==> src/rtl/fp_int_pkg.sv <==
// Shared fp16 constants and accumulator FSM encoding for the fp16 x int dot-product path.
package fp_int_pkg;

  localparam int FP16_BIAS   = 15;
  localparam int FP16_EXP_W  = 5;
  localparam int FP16_FRAC_W = 10;
  localparam logic [14:0] FP16_MAX_FINITE = 15'h7BFF;

  typedef enum logic [1:0] {
    ACCUM = 2'd0,
    NORM  = 2'd1,
    OUT   = 2'd2
  } state_t;

endpackage

==> src/rtl/fp_int_norm.sv <==
// Combinational normaliser: leading-one detect on |acc|, then fp16 pack with
// saturate-to-max-finite on exponent overflow and flush-to-zero on underflow.
module fp_int_norm
  import fp_int_pkg::*;
#(
  parameter int ACC_WIDTH = 32,
  parameter int EXP_WIDTH = FP16_EXP_W,
  parameter int FRAC_BITS = FP16_FRAC_W
) (
  input  logic [ACC_WIDTH-1:0] i_acc,
  input  logic [EXP_WIDTH-1:0] i_acc_exp,
  output logic [15:0]          o_fp16
);

  localparam int QW      = $clog2(ACC_WIDTH);
  localparam int EXP_MAX = (1 << EXP_WIDTH) - 1;

  logic                 w_sign;
  logic [ACC_WIDTH-1:0] w_mag;
  logic [ACC_WIDTH-1:0] w_norm;
  logic [QW-1:0]        w_q;
  int                   w_e;

  always_comb begin
    w_sign = i_acc[ACC_WIDTH-1];
    w_mag  = w_sign ? -i_acc : i_acc;
    w_q    = '0;
    for (int i = 0; i < ACC_WIDTH; i++) begin
      if (w_mag[i]) w_q = QW'(i);
    end
    w_e = int'(w_q) + int'(i_acc_exp) - FRAC_BITS;

    // Place the leading one at bit FRAC_BITS so the fraction sits directly below it.
    if (int'(w_q) >= FRAC_BITS) w_norm = w_mag >> (int'(w_q) - FRAC_BITS);
    else                        w_norm = w_mag << (FRAC_BITS - int'(w_q));

    if (w_mag == '0)         o_fp16 = 16'h0000;
    else if (w_e >= EXP_MAX) o_fp16 = {w_sign, FP16_MAX_FINITE};
    else if (w_e <= 0)       o_fp16 = {w_sign, 15'h0000};
    else                     o_fp16 = {w_sign, w_e[EXP_WIDTH-1:0], w_norm[FRAC_BITS-1:0]};
  end

endmodule

==> src/rtl/fp_int_acc.sv <==
// Aligns signed fp16-exponent products to a running shared exponent, accumulates,
// and emits one normalised fp16 result per dot product over valid/ready.
module fp_int_acc
  import fp_int_pkg::*;
#(
  parameter int ACC_WIDTH  = 32,
  parameter int MANT_WIDTH = 14,
  parameter int EXP_WIDTH  = FP16_EXP_W,
  parameter int FRAC_BITS  = FP16_FRAC_W,
  parameter int BIAS       = FP16_BIAS
) (
  input  logic                  clk,
  input  logic                  rst,
  input  logic                  start_acc,
  input  logic                  sign_in,
  input  logic [EXP_WIDTH-1:0]  exp_in,
  input  logic [MANT_WIDTH-1:0] mantissa_in,
  input  logic                  last,
  output logic                  in_ready,
  output logic                  out_valid,
  input  logic                  out_ready,
  output logic [15:0]           out_fp16,
  output logic                  ovf_err,
  output logic                  drop_err
);

  localparam logic [ACC_WIDTH-1:0] ACC_MAX = {1'b0, {(ACC_WIDTH-1){1'b1}}};
  localparam logic [ACC_WIDTH-1:0] ACC_MIN = {1'b1, {(ACC_WIDTH-1){1'b0}}};

  state_t               r_state;
  logic [ACC_WIDTH-1:0] r_acc;
  logic [EXP_WIDTH-1:0] r_acc_exp;
  logic                 r_empty;
  logic                 r_out_valid;
  logic [15:0]          r_out_fp16;
  logic                 r_ovf_err;
  logic                 r_drop_err;

  logic [ACC_WIDTH-1:0] w_p;
  logic [ACC_WIDTH-1:0] w_a;
  logic [ACC_WIDTH-1:0] w_b;
  logic [ACC_WIDTH:0]   w_sum;
  logic [ACC_WIDTH-1:0] w_acc_next;
  logic [EXP_WIDTH-1:0] w_d;
  logic                 w_up;
  logic                 w_ovf;
  logic [15:0]          w_norm_fp16;

  function automatic logic [ACC_WIDTH-1:0] asr(input logic [ACC_WIDTH-1:0] x,
                                               input logic [EXP_WIDTH-1:0] d);
    if (int'(d) >= ACC_WIDTH) asr = {ACC_WIDTH{x[ACC_WIDTH-1]}};
    else                      asr = ACC_WIDTH'($signed(x) >>> d);
  endfunction

  always_comb begin
    w_p  = {{(ACC_WIDTH-MANT_WIDTH){1'b0}}, mantissa_in};
    if (sign_in) w_p = -w_p;
    w_up = exp_in > r_acc_exp;
    w_d  = w_up ? (exp_in - r_acc_exp) : (r_acc_exp - exp_in);
    w_a  = w_up ? asr(r_acc, w_d) : r_acc;
    w_b  = w_up ? w_p : asr(w_p, w_d);
    w_sum = {w_a[ACC_WIDTH-1], w_a} + {w_b[ACC_WIDTH-1], w_b};
    // Sign-extended sum disagreeing in its top two bits means the signed add overflowed.
    w_ovf = !r_empty && (w_sum[ACC_WIDTH] != w_sum[ACC_WIDTH-1]);
    if (r_empty)    w_acc_next = w_p;
    else if (w_ovf) w_acc_next = w_sum[ACC_WIDTH] ? ACC_MIN : ACC_MAX;
    else            w_acc_next = w_sum[ACC_WIDTH-1:0];
  end

  fp_int_norm #(
    .ACC_WIDTH (ACC_WIDTH),
    .EXP_WIDTH (EXP_WIDTH),
    .FRAC_BITS (FRAC_BITS)
  ) u_norm (
    .i_acc     (r_acc),
    .i_acc_exp (r_acc_exp),
    .o_fp16    (w_norm_fp16)
  );

  always_ff @(posedge clk or posedge rst) begin
    if (rst) begin
      r_state     <= ACCUM;
      r_acc       <= '0;
      r_acc_exp   <= '0;
      r_empty     <= 1'b1;
      r_out_valid <= 1'b0;
      r_out_fp16  <= '0;
      r_ovf_err   <= 1'b0;
      r_drop_err  <= 1'b0;
    end else begin
      if (start_acc && r_state != ACCUM) r_drop_err <= 1'b1;
      case (r_state)
        ACCUM: begin
          if (start_acc) begin
            r_acc   <= w_acc_next;
            r_empty <= 1'b0;
            if (r_empty || w_up) r_acc_exp <= exp_in;
            if (w_ovf) r_ovf_err <= 1'b1;
            if (last) r_state <= NORM;
          end
        end
        NORM: begin
          r_out_fp16  <= w_norm_fp16;
          r_out_valid <= 1'b1;
          r_state     <= OUT;
        end
        OUT: begin
          if (out_ready) begin
            r_out_valid <= 1'b0;
            r_acc       <= '0;
            r_empty     <= 1'b1;
            r_state     <= ACCUM;
          end
        end
        default: r_state <= ACCUM;
      endcase
    end
  end

  assign in_ready  = (r_state == ACCUM);
  assign out_valid = r_out_valid;
  assign out_fp16  = r_out_fp16;
  assign ovf_err   = r_ovf_err;
  assign drop_err  = r_drop_err;

endmodule

==> config.mk <==
export PLATFORM = sky130hd
export DESIGN_NAME = fp_int_acc
export DESIGN_NICKNAME = d
export VERILOG_FILES = /design/src/rtl/fp_int_pkg.sv /design/src/rtl/fp_int_norm.sv /design/src/rtl/fp_int_acc.sv
export SDC_FILE = /design/constraint.sdc
export NUM_CORES = 1
export LEC_CHECK = 0
export CAP_MARGIN = 20
export CORE_ASPECT_RATIO = 1.2
export CORE_MARGIN = 1.5
export CORE_UTILIZATION = 30
export DETAILED_ROUTE_END_ITERATION = 8
export MAX_ROUTING_LAYER = met4
export PLACE_DENSITY = 0.49
export RECOVER_POWER = 50
export SYNTH_ARGS = -nofsm -noshare
export SYNTH_HDL_FRONTEND = slang
export SYNTH_HIERARCHICAL = 1
export SYNTH_SLANG_ARGS = --single-unit
==> constraint.sdc <==
create_clock -name clk -period 8 [get_ports clk]
set_input_delay 1.6 -clock clk [delete_from_list [all_inputs] [get_ports clk]]
set_output_delay 1.6 -clock clk [all_outputs]
set_load 0.1 [all_outputs]
==> results.cfg <==
[synth]
ys_types = 117
yosysSeqAreaShare = 0.1090
syn_inst = 1849
synth_seq_cells = 59
synth_top_cell_by_area = dfrtp_1
synthTopCellsByArea = dfrtp_1 11%, mux2i_1 6.1%, a21oi_1 5.5%
yosysWarnings = 6
synth_edf_count = 0
synth_commonest_cells = 191 x nand2_1, 148 x a21oi_1, 148 x nor2_1
ys_async_sr_fraction = 1.000
synthFlopType = dfrtp_1
syn_area_per_cell_um2 = 7.335
synth_fp_nets = 1937
netlist.area_leader.share = 0.1070
syn-cell-area_um2 = 13560
post-synth-top-count-cell = nand2_1

[timing]
fmax_ghz = 0.1312
min_period_over_period = 0.9526
worst_slack_ns = 0.3791
slew_headroom = -1.420
finalSetupTns_ns = 0
finalClockSkew_ns = 0.01078
rsz0062_at_grt = false
final_hold_viol_count = 0
setup_viol = 0
slew_viol_final = 60
worst_pin_slew_ns = 3.630
min_period_ns = 7.621

[cells_and_area]
final_cells = 2510
drive_above_1_share = 0.1615
nFillCells = 4725
nets = 1984
diodes = 0
seq_area_um2 = 1479
area_growth_pct = 15.12
multi_input_comb_area_um2 = 11200

[routing]
routed-wl-met2_um = 29740
vias = 15080
vias_per_cell = 6.008
finalWirelength_um = 58620
wl_met3_um = 2407
drtAntennaViolNets = 0
routedWlPerCell_um = 23.35
drt_iter0_markers = 1180
wl_met1_um = 23300
dr.pass1.iters = 6
drc = 0
routed.top_layer = met4

[hold_path]
hold_depth = 1
hp-class = reg -> reg

[clocking]
numCtsBuffers = 9
root_buffer = clkbuf_16
clk-insertion-delay-late_ns = 0.37
cts-htree-levels = 3
cts_setup_buffers = 0
cts_hold_buf = 0
cts_tree = done
cts.clk_slew.worst_paths_ns = 0.06
cts_resized = 0
cts.sinks = 59
clockBufferDepth = 2

[worst_setup_path]
worstSetupStartpoint = exp_in[1]
reg2reg_slack_ns = 0.84
worstSetupStartpointType = primary input
worstPathRequired_ns = 8.29
timing.rr.start = r_acc[7]
reg2reg_to = out_fp16[0]
endpoint = r_acc[0]
end_kind = flop
ff2ff_path_depth = 24
crit_fanout = 31
crit_type = in -> reg
worstPathArrival_ns = 7.91

[placed_design]
dpl.hpwl_um = 46160
gp_congestion = 0.9913
dp_slack_ns = 0.02011
place_inst = 2492
port-buffer-count = 44

[grt]
overflow = 0
grt_max_degree = 61
grt_pass1_wl_um = 89150
grt_pass1_vias = 14460
antenna_found_initial = 0
grt_util_all_layers = 0.2557

[die]
die_h_um = 235.9
start_util = 0.3029
die_x_um = 197.1
ios = 45
core.rowCount = 85
die_area_um2 = 46500
core-area_um2 = 44770

[run]
maxCapViolCount = 1

[run_status]
violations = max-capacitance violations, max-slew violations
outcome = finished, violations left
[stage by stage]
stage	hold WS, ns	utilization	cell area [µm²]
after floorplan	0.4953	-	13560
after global placement	0.4537	0.3402	15230
after detailed placement	0.4612	0.3402	15230
after CTS	0.4749	0.3475	15560
after global routing	0.4910	0.3487	15610
final	0.4694	0.3487	15610
[worst max-delay path, cell delays in order]
cell             delay (ns)
clkdlybuf4s50_1        0.53
inv_1                  0.11
ha_1                   0.33
nor2b_1                0.16
o31ai_2                0.25
a21o_2                 0.22
buf_4                  0.16
mux2_2                 0.41
xor2_4                 0.24
buf_12                 0.21
and2_0                 0.54
a21oi_1                0.15
o21ai_0                0.18
o22ai_1                0.17
ha_1                   0.41
a21o_1                 0.24
a31oi_1                0.27
nand2_1                0.09
a21o_1                 0.20
a21oi_1                0.24
buf_4                  0.18
nor2b_1                0.06
a2111oi_4              0.38
buf_12                 0.21
o21ai_0                0.18
nand2_1                0.17
[logic make-up (layout without fill, tap and decap cells)]
group                      after synthesis  count (layout)  synth area share
adders and majority gates               63              63           0.06034
buffers and inverters                  210             262           0.07187
AOI/OAI and AO/OA                      655             655            0.3270
DFF                                     59              59            0.1090
muxes                                  154             154            0.1412
and+or+nand+nor                        609             609            0.2235
xor gates and xnor gates                99              99           0.06726
[sequential cells by signal (all words and copies together), names as in the netlist]
| name | count |
|---|---|
| ovf_err | 1 |
| r_acc_exp | 5 |
| out_fp16 | 16 |
| drop_err | 1 |
| r_acc | 32 |
| r_state | 2 |
| out_valid | 1 |
| r_empty | 1 |
[worst min-delay path by stage]
stage,startpoint,to,slack [ns]
after floorplan,r_state[0],drop_err,0.50
after global placement,drop_err,drop_err,0.45
after detailed placement,ovf_err,ovf_err,0.46
after CTS,ovf_err,ovf_err,0.47
after global routing,drop_err,drop_err,0.49
final,ovf_err,ovf_err,0.47
[routing by layer]
metal  vias to the layer above  global-route usage
li1                       7117                   -
met1                      7315              0.2911
met2                       507              0.4418
met3                       140             0.02602
met4                         0              0.1323
met5                         -                   -
[placed cells by master (no fill, tap or decap), types with 19 or more instances in the layout]
cell             count
a31oi_1             41
buf_4              134
xor2_1              44
o22ai_1             19
o21ai_0            139
nor3_1              46
xnor2_1             47
a21oi_1            147
dfrtp_1             57
and3_1              21
mux4_2              24
ha_1                58
mux2i_1             83
a211oi_1            30
mux2_2              45
nand3_1             51
a21o_1              29
clkdlybuf4s50_1     37
o211ai_1            40
nand2_1            191
nand4_1             20
nor2_1             147
inv_1               54
[cell type report]
class,count,area share
Tap cell,609,0.04881
Multi-Input combinational cell,1580,0.7171
Clock inverter,7,0.006491
Inverter,59,0.01451
Clock buffer,9,0.01443
Timing Repair Buffer,187,0.1039
Sequential cell,59,0.09473
Power is left out: the tool's default activity adds up to more than one toggle a clock period on the data nets, which glitch-free logic cannot reach.
